### config.mk
export PLATFORM = sky130hd
export DESIGN_NAME = fetch_unit
export DESIGN_NICKNAME = d
export VERILOG_FILES = /design/src/rtl/wisc_pkg.sv /design/src/rtl/fetch_unit_ifid.sv /design/src/rtl/fetch_unit.sv
export SDC_FILE = /design/constraint.sdc
export NUM_CORES = 1
export LEC_CHECK = 0
export BUFFER_PORTS_ARGS = -buffer_cell sky130_fd_sc_hd__buf_2
export CORE_MARGIN = 10
export CORE_UTILIZATION = 52
export DETAILED_ROUTE_END_ITERATION = 8
export PLACE_DENSITY = 0.81
export SETUP_SLACK_MARGIN = 0.02
export SYNTH_ARGS = -nofsm -noshare
export SYNTH_HDL_FRONTEND = slang
export SYNTH_SLANG_ARGS = --single-unit
### constraint.sdc
create_clock -name clk -period 6 [get_ports clk]
set_input_delay 1.2 -clock clk [delete_from_list [all_inputs] [get_ports clk]]
set_output_delay 1.2 -clock clk [all_outputs]
set_load 0.02 [all_outputs]
### src/rtl/wisc_pkg.sv
// Shared ISA and fetch-pipe definitions for the WISC core.
// Latency: n/a (constants, types and a pure helper function only).
// Backpressure: n/a.
//
// Contents: opcode constants (OP_HLT = 4'hF), the NOP/bubble word, the PC
// width and the fetch FSM state type.
package wisc_pkg;

    localparam int PC_W = 16;

    // Opcode field is instr[15:12].
    localparam logic [3:0] OP_ADD = 4'h0;
    localparam logic [3:0] OP_SUB = 4'h1;
    localparam logic [3:0] OP_AND = 4'h2;
    localparam logic [3:0] OP_OR  = 4'h3;
    localparam logic [3:0] OP_LW  = 4'h8;
    localparam logic [3:0] OP_SW  = 4'h9;
    localparam logic [3:0] OP_B   = 4'hC;
    localparam logic [3:0] OP_CAL = 4'hD;
    localparam logic [3:0] OP_RET = 4'hE;
    localparam logic [3:0] OP_HLT = 4'hF;

    // Bubble inserted into IF/ID; decodes as a harmless ADD to r0.
    localparam logic [15:0] NOP_INSTR = 16'h0000;

    typedef enum logic [0:0] {
        ST_FETCH = 1'b0,
        ST_HALT  = 1'b1
    } fetch_state_t;

    function automatic logic is_hlt(input logic [15:0] instr);
        return instr[15:12] == OP_HLT;
    endfunction

endpackage

### src/rtl/fetch_unit_ifid.sv
// IF/ID pipeline register with load / hold / bubble controls.
// Latency: 1 cycle from control to outputs.
// Backpressure: neither load nor bubble means hold (stall); bubble beats load.
//
// Ports: clk, rst (sync, active-high); i_load, i_bubble controls;
// i_instr, i_pc_next data in; o_instr, o_pc, o_valid registered out.
module IFID_reg
    import wisc_pkg::*;
(
    input  logic            clk,
    input  logic            rst,
    input  logic            i_load,
    input  logic            i_bubble,
    input  logic [15:0]     i_instr,
    input  logic [PC_W-1:0] i_pc_next,
    output logic [15:0]     o_instr,
    output logic [PC_W-1:0] o_pc,
    output logic            o_valid
);

    logic [15:0]     r_instr;
    logic [PC_W-1:0] r_pc;
    logic            r_valid;

    always_ff @(posedge clk) begin
        if (rst) begin
            r_instr <= NOP_INSTR;
            r_pc    <= '0;
            r_valid <= 1'b0;
        end else if (i_bubble) begin
            // PC field is left alone: it is meaningless once valid drops.
            r_instr <= NOP_INSTR;
            r_valid <= 1'b0;
        end else if (i_load) begin
            r_instr <= i_instr;
            r_pc    <= i_pc_next;
            r_valid <= 1'b1;
        end
    end

    assign o_instr = r_instr;
    assign o_pc    = r_pc;
    assign o_valid = r_valid;

endmodule

### src/rtl/fetch_unit.sv
// Instruction fetch stage: PC register, next-PC mux, FETCH/HALT FSM, IF/ID.
// Latency: imem_rd/imem_addr combinational from PC; captured word in IF/ID 1 cycle later.
// Backpressure: hazard freezes PC and IF/ID and drops imem_rd; imem_ready=0 inserts bubbles.
//
// Optional feature macro: FETCH_HALT_EN (HLT opcode 4'hF halts fetch until PC_update).
// Ports:
//   clk, rst            clock, synchronous active-high reset
//   hazard              decode-stage stall request
//   PC_update           resume pulse out of HALT
//   redirect, redirect_target   taken branch/call/ret and its new PC
//   imem_rd, imem_addr  instruction memory request
//   imem_rdata, imem_ready      instruction memory response
//   instr_out, PC_out, instr_valid  IF/ID register
//   halted              FSM is in HALT
module fetch_unit
    import wisc_pkg::*;
(
    input  logic            clk,
    input  logic            rst,
    input  logic            hazard,
    input  logic            PC_update,
    input  logic            redirect,
    input  logic [PC_W-1:0] redirect_target,
    output logic            imem_rd,
    output logic [PC_W-1:0] imem_addr,
    input  logic [15:0]     imem_rdata,
    input  logic            imem_ready,
    output logic [15:0]     instr_out,
    output logic [PC_W-1:0] PC_out,
    output logic            instr_valid,
    output logic            halted
);

    logic [PC_W-1:0] r_pc;
    fetch_state_t    r_state;

    logic [PC_W-1:0] w_pc_inc;
    logic [PC_W-1:0] w_pc_next;
    fetch_state_t    w_state_next;
    logic            w_fetching;
    logic            w_capture;
    logic            w_bubble;
    logic            w_hlt_seen;

    assign w_pc_inc   = r_pc + 1'b1;   // natural 16-bit wrap 0xFFFF -> 0x0000
    assign w_fetching = (r_state == ST_FETCH) && !hazard;

    assign imem_rd   = !rst && w_fetching;
    assign imem_addr = r_pc;

    // A redirect squashes whatever the memory returns in the same cycle.
    assign w_capture = w_fetching && imem_ready && !redirect;

    // HALT keeps flushing IF/ID even while decode asserts hazard.
    assign w_bubble  = redirect
                     || (r_state == ST_HALT)
                     || (w_fetching && !imem_ready);

`ifdef FETCH_HALT_EN
    assign w_hlt_seen = w_capture && is_hlt(imem_rdata);
    assign halted     = (r_state == ST_HALT);
`else
    assign w_hlt_seen = 1'b0;
    assign halted     = 1'b0;
`endif

    always_comb begin
        w_pc_next    = r_pc;
        w_state_next = r_state;
        if (redirect) begin
            w_pc_next    = redirect_target;
            w_state_next = ST_FETCH;
        end else if (w_capture) begin
            // HLT still advances the PC so resume continues past it.
            w_pc_next = w_pc_inc;
            if (w_hlt_seen) begin
                w_state_next = ST_HALT;
            end
        end else if ((r_state == ST_HALT) && PC_update) begin
            // Resume wins over hazard; PC already points past the HLT.
            w_state_next = ST_FETCH;
        end
    end

    always_ff @(posedge clk) begin
        if (rst) begin
            r_pc    <= '0;
            r_state <= ST_FETCH;
        end else begin
            r_pc    <= w_pc_next;
            r_state <= w_state_next;
        end
    end

    IFID_reg u_ifid (
        .clk       (clk),
        .rst       (rst),
        .i_load    (w_capture),
        .i_bubble  (w_bubble),
        .i_instr   (imem_rdata),
        .i_pc_next (w_pc_inc),
        .o_instr   (instr_out),
        .o_pc      (PC_out),
        .o_valid   (instr_valid)
    );

endmodule

==> impl_metrics.csv <==
group,metric,value,unit
run_status,status,"complete, no violations",
cts,cts.sinks,49,
cts,cts_tree,"yes",
critical_path,crit_chain,"buf_2 > nor2_1 > buf_2",
layout,antenna_cells,0,
layout,fin_nets,384,
yosys,synth_top_area_cell,"dfxtp_1",
sta,finalCritPeriodShare,0.5263,
sta,fmax,316.7,MHz
yosys,yosys_warnings,0,
cts,cts_setup_buffers,0,
yosys,synthCells,274,
global_route,grt_first_pass_wirelength,10160,um
yosys,synth_fp_nets,313,
sta,slew_headroom,0.1836,
yosys,synthArstFlopShare,0,
placed_design,place_area,0.002630,mm^2
cts,clkTransAtPathRegs,0.09,ns
yosys,yosysMostFrequentCell,"dfxtp_1",
global_route,grt-ovfl-total,0,
global_route,grtUsageTotal,0.1670,
global_route,grt_max_degree,34,
critical_path,r2r_end,"imem_addr[14]",
sta,fin_tns_setup,0,ns
critical_path,cp-end-kind,"output port",
power_and_ir_drop,ir_drop,0.1455,mV
cts,cts_buffers,5,
floorplanning,initial_core_util,0.5470,
yosys,synthDistinctLibCells,39,
layout,postLayoutCoreUtil,0.6768,
yosys,synth_area_leaders,"dfxtp_1 (44%), nand2_1 (7.3%), nor2_1 (6.4%), xnor2_1 (5.9%), a211oi_1 (5.4%)",
cts,cts-resized-gates,0,
layout,drive_above_1_share,0.2890,
critical_path,critPathSlowestCell,"buf_2",
yosys,avgSynthCellArea,8.101,um^2
floorplanning,std_cell_rows,23,
cts,htree_levels,2,
floorplanning,ios,89,
power_and_ir_drop,leakage,0.001128,uW
drt,drt_wl_total,6108,um
floorplanning,dieArea,0.007282,mm^2
placed_design,gp_congestion,0.7744,
drt,drt_iter0_drc,113,
power_and_ir_drop,finalPower,688.6,uW
min_path,hold-path-cell-count,2,
critical_path,critPathBufInv,2,
yosys,yosys-top-cells-count,"dfxtp_1 (49), nand2_1 (43), nor2_1 (38), a21oi_1 (18)",
floorplanning,die_h,85.34,um
drt,vias_per_cell,5.331,
sta,finalHoldViolCount,0,
critical_path,r2r_cells,5,
critical_path,startpoint_type,"primary input",
layout,area_growth,23.73,%
critical_path,criticalPathCategory,"in -> out",
flow_run,cap_violations,0,
sta,worst_pin_slew,1.216,ns
drt,drc_errors,0,
min_path,hold_class,"reg -> reg",
min_path,hp-start,"u_ifid.o_instr[12]",
cts,root_buffer,"clkbuf_8",
critical_path,cpMostUsedCell,"buf_2",
drt,avgRoutedWirePerCell,15.42,um
placed_design,place_hpwl,4571,um
placed_design,dpl_worst_slack,2.848,ns
yosys,synth_top_area_share,0.4419,
power_and_ir_drop,powerDensity,250.7,mW/mm^2
placed_design,numPortBuffers,86,
cts,cts_buffer_depth,2,
critical_path,arrival,1.96,ns
yosys,syn_area,0.002220,mm^2
critical_path,cp_max_fo,33,
critical_path,worstPathRequired,4.80,ns
sta,period_minus_slack,3.158,ns
floorplanning,fp.coreArea,0.004058,mm^2
critical_path,regToRegSetupSlack,3.80,ns
layout,fin_area,0.002746,mm^2
sta,layout_setup_ws,2.842,ns
min_path,hold-path-endpoint,"u_ifid.o_instr[12]",
cts,clk_latency,0.30,ns
yosys,ys_dominant_reg_cell,"dfxtp_1",
floorplanning,fp.dieW,85.34,um
sta,finClkSkew,0.007278,ns
yosys,synth_seq_cells,49,
global_route,grt_pass1_vias,2021,
yosys,synth_edf_count,0,
critical_path,r2r-start,"imem_addr[0]",
global_route,antenna_found_initial,0,
yosys,synth-seq-area-share,0.4419,
cts,ctsHoldBuffers,0,
sta,rsz0062_at_grt,"false",
drt,drtAntennaViolNets,0,
drt,drtPass1Iterations,4,
sta,setup_viol,0,
drt,via_count,2111,
sta,slew_violations,0,
critical_path,critPathTopFamily,"buffers and inverters",
critical_path,slowest_delay,0.47,ns
-- layer usage --
layer | vias to the layer above | track usage | share of wire | wire (um)
met1 | 967 | 0.2112 | 0.43 | 2647
met2 | 58 | 0.2698 | 0.49 | 2997
met3 | 2 | 0.05641 | 0.072 | 441
li1 | 1084 | - | - | -
met5 | - | 0 | 0 | 0
met4 | 0 | 0.03144 | 0.0036 | 22
-- layout make-up --
cell class / instances / area, um^2
clock buffers: 7 / 86.33
clock inverters: 1 / 30.03
fillers: 389 / 1311
inverters: 5 / 18.77
multi-input cells: 197 / 1130
flip-flops and latches: 49 / 980.9
well taps: 50 / 62.56
repair buffers: 87 / 437.9
-- per-stage QoR --
stage | cells | hold slack [ns]
6_report | 396 | 0.4527
5_1_grt | 396 | 0.4750
4_1_cts | 396 | 0.4549
3_5_place_dp | 388 | 0.4387
3_3_place_gp | 388 | 0.4308
2_1_floorplan | 274 | 0.5193
-- tightest hold or removal path, stage by stage (launching register included) --
cell	delay, ns
dfxtp_1	0.31
nand2_1	0.05
a21oi_1	0.05
-- worst max path at each step --
| stage | slack, ns | from | cells past startpoint | endpoint |
|---|---|---|---|---|
| floorplan | 2.97 | rst | 3 | imem_rd |
| global placement | 2.82 | rst | 3 | imem_rd |
| detailed placement | 2.85 | rst | 3 | imem_rd |
| CTS | 2.84 | rst | 3 | imem_rd |
| global route | 2.76 | rst | 3 | imem_rd |
| finish | 2.84 | rst | 3 | imem_rd |
-- state kept, by name, indices dropped and copies added, names as in the netlist --
signal	count
imem_addr	16
u_ifid.o_pc	16
u_ifid.o_instr	16
u_ifid.o_valid	1
-- where the power goes --
group | leakage (uW) | internal (uW) | total (uW) | switching (uW)
registers | 0.000400 | 338 | 354 | 15.7
clock network | 0.0000585 | 136 | 241 | 105
logic | 0.000669 | 36.1 | 93.5 | 57.4
-- cells in the final DEF (no fill, tap or decap), types with 2 or more instances in the layout --
master,instances
buf_2,86
dfxtp_1,49
nand2_1,43
nor2_1,38
a21oi_1,18
a211oi_1,16
xnor2_1,15
nor3_1,8
o21ai_0,7
nand3_1,6
a311oi_1,6
clkbuf_8,6
nor4_1,5
mux2i_1,5
or3_1,5
inv_1,4
xor2_1,3
nand3b_1,3
and2_1,2
a31oi_1,2
-- kinds of logic (layout without fill, tap and decap cells) --
kind of cell               count (synthesis)  count (layout)  synth area share
AOI/OAI and AO/OA                         54              54            0.1556
xor gates and xnor gates                  18              18           0.07103
adders and majority gates                  1               1          0.005636
buffers and inverters                     28             100           0.05130
DFF                                       49              49            0.4419
muxes                                      5               5           0.02255
other                                      1               1          0.001689
and+or+nand+nor                          118             118            0.2503
Power figures use the tool's default switching activity.
